$ cat src/rtl/instr_fetch_unit_pkg.sv
// Shared types and constants for the instruction fetch unit.
// Optional combinational response-to-decode path is enabled with FETCH_BYPASS_EN.
package instr_fetch_unit_pkg;

    localparam int XLEN        = 32;
    localparam int FETCH_DEPTH = 4;

    typedef struct packed {
        logic [XLEN-1:0] pc;
        logic [XLEN-1:0] instr;
    } fetch_entry_s;

    typedef enum logic [1:0] {
        S_INIT,
        S_FETCH,
        S_DRAIN
    } fetch_state_e;

    function automatic logic [XLEN-1:0] next_pc(input logic [XLEN-1:0] pc);
        return pc + XLEN'(4);
    endfunction

endpackage

$ cat src/rtl/instr_fetch_unit_if.sv
// Bus bundle between the fetch unit, instruction memory, execute redirect and decode.
interface instr_fetch_unit_if;
    import instr_fetch_unit_pkg::*;

    // Handshakes: a transfer happens on a cycle where valid && ready; the producer
    // keeps valid and payload stable until then, except that a fetch request may be
    // withdrawn in a redirect cycle. Memory responses have no ready and must be taken.
    logic            i_redirect_valid;
    logic [XLEN-1:0] i_redirect_pc;
    logic            o_mem_req_valid;
    logic            i_mem_req_ready;
    logic [XLEN-1:0] o_mem_req_addr;
    logic            i_mem_rsp_valid;
    logic [XLEN-1:0] i_mem_rsp_data;
    logic            o_instr_valid;
    logic            i_instr_ready;
    logic [XLEN-1:0] o_instruction;
    logic [XLEN-1:0] o_pc;

    modport master (
        input  i_redirect_valid, i_redirect_pc, i_mem_req_ready,
        input  i_mem_rsp_valid, i_mem_rsp_data, i_instr_ready,
        output o_mem_req_valid, o_mem_req_addr, o_instr_valid, o_instruction, o_pc
    );

    modport slave (
        output i_redirect_valid, i_redirect_pc, i_mem_req_ready,
        output i_mem_rsp_valid, i_mem_rsp_data, i_instr_ready,
        input  o_mem_req_valid, o_mem_req_addr, o_instr_valid, o_instruction, o_pc
    );

endinterface

$ cat src/rtl/instr_fetch_unit_fifo.sv
// Prefetch queue of {pc, instruction} entries; flush wins over push and pop.
module instr_fetch_unit_fifo
    import instr_fetch_unit_pkg::*;
#(
    parameter int DEPTH = FETCH_DEPTH
) (
    input  logic                   i_clk,
    input  logic                   i_rst_n,
    input  logic                   i_push,
    input  logic                   i_pop,
    input  logic                   i_flush,
    input  fetch_entry_s           i_entry,
    output fetch_entry_s           o_head,
    output logic                   o_empty,
    output logic [$clog2(DEPTH):0] o_count
);

    localparam int AW = $clog2(DEPTH);

    fetch_entry_s   mem_q [DEPTH];
    logic [AW-1:0]  wr_ptr_q, wr_ptr_d;
    logic [AW-1:0]  rd_ptr_q, rd_ptr_d;
    logic [AW:0]    count_q, count_d;
    logic           do_push, do_pop;

    assign do_pop  = i_pop && (count_q != '0);
    assign do_push = i_push && ((count_q != (AW+1)'(DEPTH)) || do_pop);

    always_comb begin
        wr_ptr_d = wr_ptr_q;
        rd_ptr_d = rd_ptr_q;
        count_d  = count_q;
        if (i_flush) begin
            wr_ptr_d = '0;
            rd_ptr_d = '0;
            count_d  = '0;
        end else begin
            if (do_push) wr_ptr_d = wr_ptr_q + AW'(1);
            if (do_pop)  rd_ptr_d = rd_ptr_q + AW'(1);
            count_d = count_q + (AW+1)'(do_push) - (AW+1)'(do_pop);
        end
    end

    // Storage is reset so the decode-facing outputs read zero out of reset.
    always_ff @(posedge i_clk or negedge i_rst_n) begin
        if (!i_rst_n) begin
            wr_ptr_q <= '0;
            rd_ptr_q <= '0;
            count_q  <= '0;
            for (int i = 0; i < DEPTH; i++) mem_q[i] <= '0;
        end else begin
            wr_ptr_q <= wr_ptr_d;
            rd_ptr_q <= rd_ptr_d;
            count_q  <= count_d;
            if (do_push && !i_flush) mem_q[wr_ptr_q] <= i_entry;
        end
    end

    assign o_head  = mem_q[rd_ptr_q];
    assign o_empty = (count_q == '0);
    assign o_count = count_q;

endmodule

$ cat src/rtl/instr_fetch_unit.sv
// Sequential instruction fetcher with credit-limited requests, prefetch queue and redirect drain.
// Define FETCH_BYPASS_EN to forward a live response straight to decode when the queue is empty.
module instr_fetch_unit
    import instr_fetch_unit_pkg::*;
#(
    parameter int              DEPTH    = FETCH_DEPTH,
    parameter logic [XLEN-1:0] RESET_PC = '0
) (
    input  logic                i_clk,
    input  logic                i_rst_n,
    instr_fetch_unit_if.master  bus,
    output fetch_state_e        dbg_state_o
);

    localparam int CW = $clog2(DEPTH) + 1;

    fetch_state_e    state_q, state_d;
    logic [XLEN-1:0] fetch_pc_q, fetch_pc_d;
    logic [XLEN-1:0] rsp_pc_q, rsp_pc_d;
    logic [CW-1:0]   outstanding_q, outstanding_d;
    logic [CW-1:0]   stale_q, stale_d;

    logic [CW-1:0]   fifo_count;
    logic            fifo_empty;
    fetch_entry_s    fifo_head, push_entry;
    logic [CW-1:0]   live_outstanding;
    logic [CW:0]     credit_used;
    logic            redirect, req_valid, req_fire, rsp_accept, rsp_live, push, pop;

    assign redirect         = bus.i_redirect_valid;
    assign live_outstanding = outstanding_q - stale_q;
    assign credit_used      = {1'b0, fifo_count} + {1'b0, live_outstanding};

    // Queue entries plus live fetches in flight never exceed DEPTH, so pushes always fit.
    assign req_valid  = (state_q != S_INIT) && (credit_used < (CW+1)'(DEPTH))
                        && (outstanding_q < CW'(DEPTH));
    assign req_fire   = req_valid && bus.i_mem_req_ready;
    assign rsp_accept = bus.i_mem_rsp_valid && (outstanding_q != '0);
    assign rsp_live   = rsp_accept && (stale_q == '0) && !redirect;

    always_comb begin
        outstanding_d = outstanding_q + CW'(req_fire) - CW'(rsp_accept);
        fetch_pc_d    = fetch_pc_q;
        rsp_pc_d      = rsp_pc_q;
        stale_d       = stale_q;
        if (redirect) begin
            fetch_pc_d = bus.i_redirect_pc;
            rsp_pc_d   = bus.i_redirect_pc;
            stale_d    = outstanding_d;
        end else begin
            if (req_fire) fetch_pc_d = next_pc(fetch_pc_q);
            if (rsp_live) rsp_pc_d = next_pc(rsp_pc_q);
            if (rsp_accept && (stale_q != '0)) stale_d = stale_q - CW'(1);
        end
    end

    always_comb begin
        state_d = state_q;
        case (state_q)
            S_INIT: state_d = S_FETCH;
            S_FETCH, S_DRAIN: begin
                if (redirect) state_d = (stale_d != '0) ? S_DRAIN : S_FETCH;
                else if ((state_q == S_DRAIN) && (stale_d == '0)) state_d = S_FETCH;
            end
            default: state_d = S_FETCH;
        endcase
    end

    always_ff @(posedge i_clk or negedge i_rst_n) begin
        if (!i_rst_n) begin
            state_q       <= S_INIT;
            fetch_pc_q    <= RESET_PC;
            rsp_pc_q      <= RESET_PC;
            outstanding_q <= '0;
            stale_q       <= '0;
        end else begin
            state_q       <= state_d;
            fetch_pc_q    <= fetch_pc_d;
            rsp_pc_q      <= rsp_pc_d;
            outstanding_q <= outstanding_d;
            stale_q       <= stale_d;
        end
    end

    assign push_entry = '{pc: rsp_pc_q, instr: bus.i_mem_rsp_data};
    assign pop        = !fifo_empty && !redirect && bus.i_instr_ready;

`ifdef FETCH_BYPASS_EN
    logic bypass_hit;
    assign bypass_hit        = fifo_empty && rsp_live;
    assign push              = rsp_live && !(bypass_hit && bus.i_instr_ready);
    assign bus.o_instr_valid = (!fifo_empty || bypass_hit) && !redirect;
    assign bus.o_instruction = bypass_hit ? bus.i_mem_rsp_data : fifo_head.instr;
    assign bus.o_pc          = bypass_hit ? rsp_pc_q : fifo_head.pc;
`else
    assign push              = rsp_live;
    assign bus.o_instr_valid = !fifo_empty && !redirect;
    assign bus.o_instruction = fifo_head.instr;
    assign bus.o_pc          = fifo_head.pc;
`endif

    instr_fetch_unit_fifo #(.DEPTH(DEPTH)) u_fifo (
        .i_clk   (i_clk),
        .i_rst_n (i_rst_n),
        .i_push  (push),
        .i_pop   (pop),
        .i_flush (redirect),
        .i_entry (push_entry),
        .o_head  (fifo_head),
        .o_empty (fifo_empty),
        .o_count (fifo_count)
    );

    assign bus.o_mem_req_valid = req_valid;
    assign bus.o_mem_req_addr  = fetch_pc_q;
    assign dbg_state_o         = state_q;

endmodule
$ cat src/flat_wrapper.sv
// flat-port wrapper written by rule: the top's interface ports become plain ports
module instr_fetch_unit_flat import instr_fetch_unit_pkg::*;
#(
    parameter int              DEPTH    = FETCH_DEPTH,
    parameter logic [XLEN-1:0] RESET_PC = '0
)
  (i_clk, i_rst_n, dbg_state_o, bus_i_redirect_valid, bus_i_redirect_pc, bus_i_mem_req_ready, bus_i_mem_rsp_valid, bus_i_mem_rsp_data, bus_i_instr_ready, bus_o_mem_req_valid, bus_o_mem_req_addr, bus_o_instr_valid, bus_o_instruction, bus_o_pc);
  instr_fetch_unit_if bus_i ();
  input  logic i_clk;
  input  logic i_rst_n;
  output fetch_state_e dbg_state_o;
  input wire logic [$bits(bus_i.i_redirect_valid)-1:0] bus_i_redirect_valid;
  input wire logic [$bits(bus_i.i_redirect_pc)-1:0] bus_i_redirect_pc;
  input wire logic [$bits(bus_i.i_mem_req_ready)-1:0] bus_i_mem_req_ready;
  input wire logic [$bits(bus_i.i_mem_rsp_valid)-1:0] bus_i_mem_rsp_valid;
  input wire logic [$bits(bus_i.i_mem_rsp_data)-1:0] bus_i_mem_rsp_data;
  input wire logic [$bits(bus_i.i_instr_ready)-1:0] bus_i_instr_ready;
  output wire logic [$bits(bus_i.o_mem_req_valid)-1:0] bus_o_mem_req_valid;
  output wire logic [$bits(bus_i.o_mem_req_addr)-1:0] bus_o_mem_req_addr;
  output wire logic [$bits(bus_i.o_instr_valid)-1:0] bus_o_instr_valid;
  output wire logic [$bits(bus_i.o_instruction)-1:0] bus_o_instruction;
  output wire logic [$bits(bus_i.o_pc)-1:0] bus_o_pc;
  assign bus_i.i_redirect_valid = bus_i_redirect_valid;
  assign bus_i.i_redirect_pc = bus_i_redirect_pc;
  assign bus_i.i_mem_req_ready = bus_i_mem_req_ready;
  assign bus_i.i_mem_rsp_valid = bus_i_mem_rsp_valid;
  assign bus_i.i_mem_rsp_data = bus_i_mem_rsp_data;
  assign bus_i.i_instr_ready = bus_i_instr_ready;
  assign bus_o_mem_req_valid = bus_i.o_mem_req_valid;
  assign bus_o_mem_req_addr = bus_i.o_mem_req_addr;
  assign bus_o_instr_valid = bus_i.o_instr_valid;
  assign bus_o_instruction = bus_i.o_instruction;
  assign bus_o_pc = bus_i.o_pc;
  instr_fetch_unit #(.DEPTH(DEPTH), .RESET_PC(RESET_PC)) u_core (.i_clk(i_clk), .i_rst_n(i_rst_n), .bus(bus_i), .dbg_state_o(dbg_state_o));
endmodule
$ cat config.mk
export PLATFORM = sky130hd
export DESIGN_NAME = instr_fetch_unit_flat
export DESIGN_NICKNAME = d
export VERILOG_FILES = /design/src/rtl/instr_fetch_unit_pkg.sv /design/src/rtl/instr_fetch_unit_if.sv /design/src/rtl/instr_fetch_unit_fifo.sv /design/src/rtl/instr_fetch_unit.sv /design/src/flat_wrapper.sv
export SDC_FILE = /design/constraint.sdc
export NUM_CORES = 1
export LEC_CHECK = 0
export CAP_MARGIN = 20
export CORE_UTILIZATION = 54
export CTS_BUF_LIST = sky130_fd_sc_hd__clkbuf_16
export DETAILED_ROUTE_END_ITERATION = 12
export PLACE_DENSITY = 0.78
export SLEW_MARGIN = 20
export SYNTH_ARGS = -nofsm -noshare
export SYNTH_HDL_FRONTEND = slang
export SYNTH_SLANG_ARGS = --single-unit
$ cat constraint.sdc
create_clock -name i_clk -period 3.8 [get_ports i_clk]
set_input_delay 0.57 -clock i_clk [delete_from_list [all_inputs] [get_ports i_clk]]
set_output_delay 0.57 -clock i_clk [all_outputs]
set_load 0.01 [all_outputs]
Word level (Yosys, flattened, before mapping). Cells that the tools add are included.

Flip-flop bits (word level): 335. Bits in latches: 0. Memory bits (writable): 0. Memory bits (read-only): 0. Output and inout port bits: 100. Logic and storage cells: 89. Memories kept: 0.

Add/sub/neg operators: 11. Multipliers: 0. Div/mod/pow operators: 0. Magnitude comparators: 5. Equal/unequal tests: 4. Shift-type cells: 0. Multiplexer cells: 21. Bitwise logic cells: 2. Reduce and logical (&&, ||, !) cells: 30.

Operators with widths (number): bitwise mux 256 bit (1); 2-to-1 mux 64 bit (3); binary-select mux 64 bit (select 2 bit) (1); demux 64 bit (select 2 bit) (1); 2-to-1 mux 32 bit (4); adder 32 x 3 -> 32 bit, second input constant (2); 2-to-1 mux 2 bit (8); logical AND 1 bit (14); nonzero test 3 bit (4); nonzero test 2 bit (5); zero test 3 bit (3); 2-to-1 mux 3 bit (3); adder 3 x 1 -> 3 bit (2); greater-or-equal comparator 3 bit, second input constant (2); inverter 2 -> 3 bit (2); subtractor 3 x 1 -> 3 bit (2); adder 2 x 1 -> 2 bit, second input constant (2); adder 3 x 3 -> 4 bit (1); < comparator 4 x 3 -> 1 bit, second input constant (1); < comparator 3 x 1 -> 1 bit, second input constant (1); < comparator 3 bit, second input constant (1); != test 3 x 2 -> 1 bit, second input constant (1); != test 3 bit, second input constant (1); subtractor 3 x 1 -> 3 bit, second input constant (1); other kinds (6) (7).

Longest topological paths before layout.
Depth in word-level cells: 14. Mapped depth: 17. Mapped depth without buffers: 16.

Cells and area by module. A second synthesis with hierarchy kept.

Cell total of the unflattened synthesis: 1085. Area total of the unflattened synthesis: 16448.3 um2.

By module, submodules not included: instr_fetch_unit_fifo (times used 1, cells each 664, area each 12214.2 um2, sequential area each 6581.3 um2); instr_fetch_unit (times used 1, cells each 421, area each 4234.1 um2, sequential area each 1801.7 um2).

Least setup slack after synthesis. Ideal clock, no wire load.

Kind: flip-flop to flip-flop. Start point: reg u_core.outstanding_q[0]. End point: reg u_core.state_q[1] (netlist: u_core.dbg_state_o[1]). Setup time: 0.152 ns. Arrival time: 3.207 ns. Required time: 3.648 ns. Slack: 0.441 ns. Stages on the path, launching flop included: 17. Path buffers: 1. Cell sequence: dfrtp_1 -> inv_1 -> ha_1 -> inv_1 -> fa_1 -> ha_1 -> and3b_1 -> nand4bb_1 -> inv_1 -> buf_2 -> ha_1 -> fa_1 -> xor2_1 -> xnor2_1 -> o22a_1 -> o21ai_0 -> a22oi_1.

Cells in the longest elaborated chain, start to end: 13. Elaborated cells between the ends (all ways): 21.

Ends and longest elaborated chain: start: declaration (line instr_fetch_unit.sv:20) `logic [CW-1:0] outstanding_q, outstanding_d;`; start signal: assignment (line instr_fetch_unit.sv:80) `outstanding_q <= outstanding_d;`; subtractor 3 bit (line instr_fetch_unit.sv:31) `assign live_outstanding = outstanding_q - stale_q;`; adder 3 x 3 -> 4 bit (line instr_fetch_unit.sv:32) `assign credit_used = {1'b0, fifo_count} + {1'b0, live_outstanding};`; < comparator 4 x 3 -> 1 bit (line instr_fetch_unit.sv:35) `assign req_valid = (state_q != S_INIT) && (credit_used < (CW+1)'(DEPTH))`; logical AND 1 bit (line instr_fetch_unit.sv:35); logical AND 1 bit (line instr_fetch_unit.sv:36) `&& (outstanding_q < CW'(DEPTH));`; logical AND 1 bit (line instr_fetch_unit.sv:37) `assign req_fire = req_valid && bus.i_mem_req_ready;`; adder 3 x 1 -> 3 bit (line instr_fetch_unit.sv:42) `outstanding_d = outstanding_q + CW'(req_fire) - CW'(rsp_accept);`; subtractor 3 x 1 -> 3 bit (*) (line instr_fetch_unit.sv:42); net u_core.outstanding_d[2] (line instr_fetch_unit.sv:20); 2-to-1 mux 3 bit (*) (line instr_fetch_unit.sv:46) `if (redirect) begin`; net u_core.stale_d[2] (line instr_fetch_unit.sv:21) `logic [CW-1:0] stale_q, stale_d;`; nonzero test 3 bit (line instr_fetch_unit.sv:62) `if (redirect) state_d = (stale_d != '0) ? S_DRAIN : S_FETCH;`; 2-to-1 mux 2 bit (2 in series) (line instr_fetch_unit.sv:62); 2-to-1 mux 2 bit (line instr_fetch_unit.sv:59) `case (state_q)`; end signal: assignment (line instr_fetch_unit.sv:77) `state_q <= state_d;`; end: declaration (line instr_fetch_unit.sv:17) `fetch_state_e state_q, state_d;`.

Mark *: on every way through the listed nets, which the timed path passes. The rest lies on a longest branch. A chain may end at the register's enable or synchronous reset.

Worst setup path in the final report.
Start point: reg u_core.outstanding_q[0]. End point: out bus_o_mem_req_valid.

Cells in the longest elaborated chain, start to end: 5. Elaborated cells between the ends (all ways): 6.

Ends and longest elaborated chain: subtractor 3 bit (line instr_fetch_unit.sv:31); adder 3 x 3 -> 4 bit (line instr_fetch_unit.sv:32); < comparator 4 x 3 -> 1 bit (line instr_fetch_unit.sv:35); logical AND 1 bit (line instr_fetch_unit.sv:35); logical AND 1 bit (*) (line instr_fetch_unit.sv:36); end: declaration (line flat_wrapper.sv:18) `output wire logic [$bits(bus_i.o_mem_req_valid)-1:0] bus_o_mem_req_valid;`.

Mark *: on every way between the ends. The rest lies on a longest branch, timed or not.

==> results.cfg <==
[critical_path]
reg2regPathDepth = 15
worstSetupEndpointType = output port
critical_path.slowest_cell = sky130_fd_sc_hd__clkdlybuf4s50_1
path_delay_family = buffers and inverters
critical_path_cell_count = 9
cells_along_the_critical_path = inv_1, ha_1, inv_1, fa_1, xnor2_1, ha_1, nor4_2, nor3b_1, clkdlybuf4s50_1
slowest_stage_delay_on_critical_path_ps = 580
critPathKind = reg -> out
cp_data_arrival_time_ps = 3060
worstSetupStartpointType = flip-flop
critical_path_peak_fanout = 3
cp_data_required_time_ps = 3230
worstPathBufferInverterCount = 3

[logic_synthesis]
yosysSeqAreaShare_pct = 53.9
post_synth_instance_area_um2 = 15500
post_synth_inst_count = 1082
yosys.area.top_type_share_pct = 53.9
postSynthNetCount = 1171
ys_ff_latch = 335
synth_cell_type_count = 53
syn_area_per_cell_um2 = 14.4
synth-compound-area-share_pct = 3.01
synth_edf_count = 0
ys_dominant_reg_cell = sky130_fd_sc_hd__dfrtp_1
synth_commonest_cells = 335 x sky130_fd_sc_hd__dfrtp_1, 261 x sky130_fd_sc_hd__mux2_2, 64 x sky130_fd_sc_hd__mux4_2
asyncSetResetFlopFracSynth_pct = 100
synthesis.yosys.warnings = 0
synth_top_cell_by_area = sky130_fd_sc_hd__dfrtp_1
synth_xor_xnor_area_share_pct = 2.82
adder_and_majority_cell_fraction_of_the_synthesized_area_pct = 1.67
synthSimpleGateAreaFrac_pct = 6.08
dominant_combinational_cell_family_by_area_after_synthesis = multiplexers
yosys-top-cells-area = sky130_fd_sc_hd__dfrtp_1 54%, sky130_fd_sc_hd__mux2_2 19%, sky130_fd_sc_hd__mux4_2 9.3%, sky130_fd_sc_hd__xnor2_1 1.6%, sky130_fd_sc_hd__mux2_1 1.5%
yosys.cell_count.top_type = sky130_fd_sc_hd__dfrtp_1
synth_mux_area_share_pct = 29.9

[pwr]
netSwitchingFraction_pct = 28.8
share_seq_of_total_power_pct = 40.5
intPower_uw = 8130
peakVddDrop_mv = 0.415
netSwitchingPower_uw = 3290
pwr-share-clk_pct = 29.4
power.density_cell_area_nw_per_um2 = 606
totalPowerFinal_uw = 11400
combinationalPowerShare_pct = 30.1
static-leakage-power_uw = 0.00857

[placed_design]
placed_cell_area_um2 = 17700
post-dp-hpwl_um = 22000
port_buffers = 169
gpl_wtd_cong = 0.845
place_ws_ps = 394

[global_route]
gr-usage-all-layers_pct = 23.8
grt_remaining_overflow = 0
grt_max_degree = 100
antenna_violations_before_repair = 1
first_pass_grt_wire_length_um = 54500
first_global_vias = 10400

[sta]
totalNegativeSetupSlack_ps = 0
fin_worst_hold_slack_ps = 33.6
worst_slew_margin_relative_to_its_limit_pct = 46.0
worst_clock_skew_ps = 20.4
final_max_slew_viol_count = 0
grt_setup_unrepaired = false
fin_crit_sh_pct = 95.4
clock_period_minus_worst_slack_ps = 3630
hold_violations = 0
clock.fmax_mhz = 276
finalSetupViolations = 0
timing.final.ws_setup_ps = 175
worst-slew-pin-transition_ps = 810

[clock_network]
post_cts.repair.setup_buffers = 0
clock_sinks = 335
clock-root-buffer = sky130_fd_sc_hd__clkbuf_16
cts-root-to-sink-buffers = 3
cts_buffers = 38
clock_tree.htree_level_count = 2
clock_insertion_delay_worst_skew_ps = 520
tritoncts = built
clk_transition_reported_paths_ps = 60

[drt]
dr_total_vias = 9690
dr.first_iter.drc_count = 454
detail_route.vias_per_cell = 5.86
postRouteWirelength_um = 33500
postRouteAntennaNets = 0
drtPass1Iterations = 5
route.detailed.wl_per_inst_um = 20.3
total_drc_errors_in_the_routed_layout = 0

[floorplan]
die_w_um = 172
placeableCoreArea_um2 = 28100
rows = 61
initial_core_util_pct = 55.4
die_y_um = 172
pin_count = 170
fp.dieArea_um2 = 29500

[final_layout]
layout.cell_area.non_filler_um2 = 18900
synthToLayoutAreaGrowth_pct = 21.3
number_of_nets_in_the_final_layout = 1338
proportion_of_layout_cells_with_a_drive_suffix_above_1_pct = 32.2

[min_path]
hold_path.class = in -> async

[run]
maxCapViolations = 0

[status]
status = completed
[state kept, by name, summed over array words and instances, names as in the netlist]
register,flops
u_core.u_fifo.wr_ptr_q,2
u_core.stale_q,3
u_core.outstanding_q,3
u_core.u_fifo.rd_ptr_q,2
u_core.rsp_pc_q,32
u_core.bus.o_mem_req_addr,32
u_core.u_fifo.mem_q,256
u_core.u_fifo.o_count,3
u_core.dbg_state_o,2
[path summary, 6_finish.rpt]
kind	start	endpoint	slack, ps
max in group asynchronous	i_rst_n	u_core.u_fifo.mem_q[238]	2730
max	u_core.outstanding_q[0]	bus_o_mem_req_valid	170
min in group i_clk	u_core.u_fifo.mem_q[119]	u_core.u_fifo.mem_q[119]	490
min	i_rst_n	u_core.u_fifo.mem_q[210]	30
max reg2reg	u_core.outstanding_q[0]	u_core.dbg_state_o[1]	400
min reg2reg	u_core.u_fifo.mem_q[119]	u_core.u_fifo.mem_q[119]	490
[placed cells by master, fill, tap and decap left out, drive strengths merged, types with 8 or more instances in the layout]
cell	count
clkbuf	39
dfrtp	335
o21ai	10
clkinv	13
nor2	21
nor3	16
nand2	37
nor4	18
buf	25
nand3	18
clkdlybuf4s50	168
xor2	21
ha	16
o31a	16
mux4	64
inv	41
a21oi	15
mux2	282
o21a	8
xnor2	29
nand4	21
[cell type report]
cell class	count	area, µm²
antenna	1	2.50
clock buffer	39	976
clock inverter	27	160
fill	2065	9230
inverter	30	113
multi-input combinational	651	6760
sequential	335	8390
tap	378	473
timing repair buffer	193	1980
[metrics by stage]
| step | std cells | util [%] |
|---|---|---|
| 6_report | 1654 | 67.1 |
| 2_1_floorplan | 1082 | - |
| 3_3_place_gp | 1587 | 63.0 |
| 5_1_grt | 1654 | 67.1 |
| 4_1_cts | 1653 | 67.1 |
| 3_5_place_dp | 1587 | 63.0 |
[power groups by stage]
stage	Combinational [µW]	Clock, µW	Sequential (µW)
detailed placement	3460	0	4670
global route	3730	3560	4710
CTS	3470	3420	4620
floorplan	2020	0	4500
finish	3440	3350	4620
global placement	3370	0	4640
[layer usage]
| metal | GRT usage (%) | up-vias | share of wire (%) |
|---|---|---|---|
| li1 | - | 4322 | - |
| met2 | 39.8 | 253 | 49 |
| met3 | 4.58 | 46 | 5.6 |
| met5 | 0 | - | 0 |
| met4 | 6.91 | 0 | 2.1 |
| met1 | 31.6 | 5069 | 43 |
[repair_timing]
item	4_1_cts	5_1_grt
endpoints found under the setup margin	0	1
resized for setup	0	1
hold buffers	0	0
[cell families after synthesis]
family,count (synthesis)
xor gates and xnor gates,50
buffers and inverters,96
AOI/OAI and AO/OA,67
muxes,349
DFF,335
and+or+nand+nor,166
adders and majority gates,19
Note: power is estimated with default switching activity, not from simulation.
==> RTL change 1 (config.mk and constraints unchanged) <==
Change the package constant `XLEN` from 32 to 64.
--- a/src/rtl/instr_fetch_unit_pkg.sv
+++ b/src/rtl/instr_fetch_unit_pkg.sv
@@ -2,7 +2,7 @@
 // Optional combinational response-to-decode path is enabled with FETCH_BYPASS_EN.
 package instr_fetch_unit_pkg;
 
-    localparam int XLEN        = 32;
+    localparam int XLEN        = 64;
     localparam int FETCH_DEPTH = 4;
 
     typedef struct packed {
Interface: changed (5 resized); port bits go from 170 to 330. The function was not compared with the original's and may differ.
==> RTL change 1 against the original RTL <==
  * The flow now finishes with violations (hold timing)
  * Area after synthesis grew 99%
  * Sequential cell count grew 320
  * Power up 110%
  * Design area up 97%
  * Via count grew 110%
  * Sequential share of layout area decreased by 0.39 points
  * Die area grew 97%
  * Synthesized cell count rose by 110%
  * Worst hold slack got worse by 49 ps
  * Routed wire length up 130%
  * Setup slack improved by 25 ps
  * Critical endpoint is now u_core.dbg_state_o[1]
  * Largest cell class unchanged
==> RTL change 1: results (changes against the original RTL) <==
- Number of cells after detailed placement: 3,229 (was 1,587)
- IO buf count: 329 (was 169)
- Clock buf count: 71 (was 39)
- Number of tap cells inserted: 756 (was 378)
- Routability congestion estimate: 0.890 (was 0.845)
- R2R Setup Slk: 200 ps (was 400 ps)
- Wire length per cell after detailed routing: 22.8 um (was 20.3 um)
- Number of vias after detailed routing: 20,500 (was 9,690)
- Vias per cell: 6.12 (was 5.86)
- Count of inverters other than clock inverters in the layout: 42 (was 30)
- Max reg flops: 512 (was 256)
- Instance area after placement: 35,100 um2 (was 17,700 um2)
- Post-Syn Area per Cell: 13.7 um2 (was 14.4 um2)
- Slew of the pin with the lowest slew margin: 884 ps (was 810 ps)
- Sequential cell count: 655 (was 335)
- Antenna violations before repair: 0 (was 1)
- Net count reported at finish: 2,699 (was 1,338)
- First-pass DRT Iterations: 6 (was 5)
- Number of cells traversed by the worst register-to-register path: 17 (was 15)
- Overall global routing resource usage: 0.268 (was 0.238)
- Plain + repair buffers: 385 (was 193)
- Latest clock arrival within the worst-skew pair: 600 ps (was 520 ps)
- Worst IR drop on VDD: 0.343 mV (was 0.415 mV)
- Final HPWL DP: 51,100 um (was 22,000 um)
- Failing checks: hold timing
- Sequential cell area: 16,400 um2 (was 8390 um2)
- Hold WS: -15.5 ps (was 33.6 ps)
- Flip-flop and latch power: 9.57 mW (was 4.62 mW)
- Setup slack after placement: 264 ps (was 394 ps)
- # H-tree levels: 3 (was 2)
- Power, Total: 23.7 mW (was 11.4 mW)
- LEAKAGE: 16.5 nW (was 8.57 nW)
- Antenna Cells: 0 (was 1)
- Number of endpoints with negative hold slack in the final report: 3 (was 0)
- Sequential fraction of the synthesis area: 0.531 (was 0.539)
- Status: finished with violations (was finished, final reports clean)
- Clock Skews: 23.7 ps (was 20.4 ps)
- Net count after synthesis: 2,408 (was 1,171)
-- RTL change 1: cell types whose count changed in the layout (fill, tap and decap cells not counted), moves of 28 or more --
cell / unedited run / this run
sky130_fd_sc_hd__dfrtp_1: 333 / 653
sky130_fd_sc_hd__mux2_2: 261 / 507
sky130_fd_sc_hd__clkdlybuf4s50_1: 168 / 326
sky130_fd_sc_hd__mux4_2: 64 / 128
sky130_fd_sc_hd__nor2_1: 21 / 83
sky130_fd_sc_hd__nand2_1: 33 / 73
sky130_fd_sc_hd__nand3_1: 17 / 54
sky130_fd_sc_hd__clkbuf_16: 39 / 71
sky130_fd_sc_hd__a31oi_1: 6 / 35
sky130_fd_sc_hd__nand4_1: 20 / 48
sky130_fd_sc_hd__nor3_1: 14 / 42
-- RTL change 1: routing by layer --
metal / vias up / routed length (um) / track usage
met4: 0 / 1560 / 0.0779
li1: 9048 / - / -
met1: 10700 / 32200 / 0.361
met3: 103 / 5130 / 0.0541
met5: - / 0 / 0
met2: 691 / 37500 / 0.442
==> RTL change 2 (same flow settings) <==
Made on the original files. Register the output `dbg_state_o` once more; this adds one clock of latency there. The other outputs are not delayed to match.
--- a/src/rtl/instr_fetch_unit.sv
+++ b/src/rtl/instr_fetch_unit.sv
@@ -113,6 +113,8 @@
 
     assign bus.o_mem_req_valid = req_valid;
     assign bus.o_mem_req_addr  = fetch_pc_q;
-    assign dbg_state_o         = state_q;
+    always_ff @(posedge i_clk) begin
+        dbg_state_o <= state_q;
+    end
 
 endmodule
Function: changed (a bounded check fails within 4 cycles, from zero or initial values and one cycle with i_rst_n low).
==> RTL change 2 against the original RTL <==
  * Setup slack gained 37 ps
  * Utilization grew 0.31 points
  * Power grew 2.8%
  * Combinational power grew 7.3%
  * Routed wire length shrank 0.14%
  * Design area grew 0.46%
  * Sequential cell count grew 2
  * Area after synthesis grew 0.32%
  * Largest cell class unchanged
==> RTL change 2: results (changes against the original RTL) <==
- Share of layout cells above drive strength 1: 0.331 (was 0.322)
- Antenna Cells: 0 (was 1)
- Portion of total power attributed to the clock network: 0.281 (was 0.294)
- CTS buffer count: 37 (was 38)
- Mapped Cells: 1,098 (was 1,082)
- Final Non-Filler Cells: 1,666 (was 1,654)
- Family with the most delay on the worst path: simple AND/OR/NAND/NOR gates (was buffers and inverters)
- Grt met2 use: 0.392 (was 0.398)
- Setup slack of the critical path after layout: 212 ps (was 175 ps)
- Pin count of the biggest net entering global routing: 102 (was 100)
- Most instantiated cells after synthesis: sky130_fd_sc_hd__dfrtp_1 (335), sky130_fd_sc_hd__mux2_2 (270), sky130_fd_sc_hd__mux4_2 (64) (was sky130_fd_sc_hd__dfrtp_1 (335), sky130_fd_sc_hd__mux2_2 (261), sky130_fd_sc_hd__mux4_2 (64))
- Met1 layer usage reported by global route: 0.327 (was 0.316)
- Met3 wirelength from detailed routing: 1960 um (was 1890 um)
- Met3 routing resource usage after global routing: 0.0455 (was 0.0458)
- Slowest-stage cell, CP: sky130_fd_sc_hd__or4_4 (was sky130_fd_sc_hd__clkdlybuf4s50_1)
- Status: finished, final reports clean (unchanged)
- LEAKAGE: 8.54 nW (was 8.57 nW)
- Routed length on met1: 14,900 um (was 14,500 um)
- First-pass GRT wire length: 55,000 um (was 54,500 um)
- R2R Setup Slk: 230 ps (was 400 ps)
- WL met2: 16,100 um (was 16,400 um)
- Setup slack after placement: 146 ps (was 394 ps)
- Sequential fraction of the synthesis area: 0.540 (was 0.539)
- Arrival time at the worst endpoint: 3020 ps (was 3060 ps)
- Initial DRC Count: 662 (was 454)
- Final HPWL DP: 21,900 um (was 22,000 um)
- Clock Skews: 11.8 ps (was 20.4 ps)
- Net count reported at finish: 1,352 (was 1,338)
- Destination of the worst register-to-register timing path: u_core.state_q[0] (was u_core.dbg_state_o[1])
- Via count of the first global-routing pass: 10,400 (about the same)
- Antenna violations before repair: 0 (was 1)
- Overall global routing resource usage: 0.238 (about the same)
- Vias per cell: 5.85 (was 5.86)
## RTL change 2: changes by cell type after synthesis, sizes merged, moves of 7 or more
cell | before | now
o21ai | 10 | 18
o31a | 16 | 6
inv | 30 | 23
a21boi | 1 | 13
or3 | 4 | 17
a31oi | 6 | 13
mux2 | 282 | 270
## RTL change 2: cell families (layout without fill, tap and decap cells)
kind of cell	count (synthesis)	count (layout)	synth area share
XOR/XNOR	50	50	0.0281
multiplexers	338	338	0.290
flip-flops	337	337	0.540
AO/OA/AOI/OAI	78	78	0.0326
AND/OR/NAND/NOR	184	184	0.0671
adder cells (fa/ha/maj)	19	19	0.0167
buffers and inverters	92	282	0.0257
## RTL change 2: final cells by class
| class | count | area, um2 |
|---|---|---|
| fill | 2075 | 9150 |
| sequential | 337 | 8430 |
| multi-input combinational | 669 | 6820 |
| timing repair buffer | 194 | 2020 |
| clock buffer | 39 | 976 |
| tap | 378 | 473 |
| clock inverter | 25 | 141 |
| inverter | 24 | 90.1 |
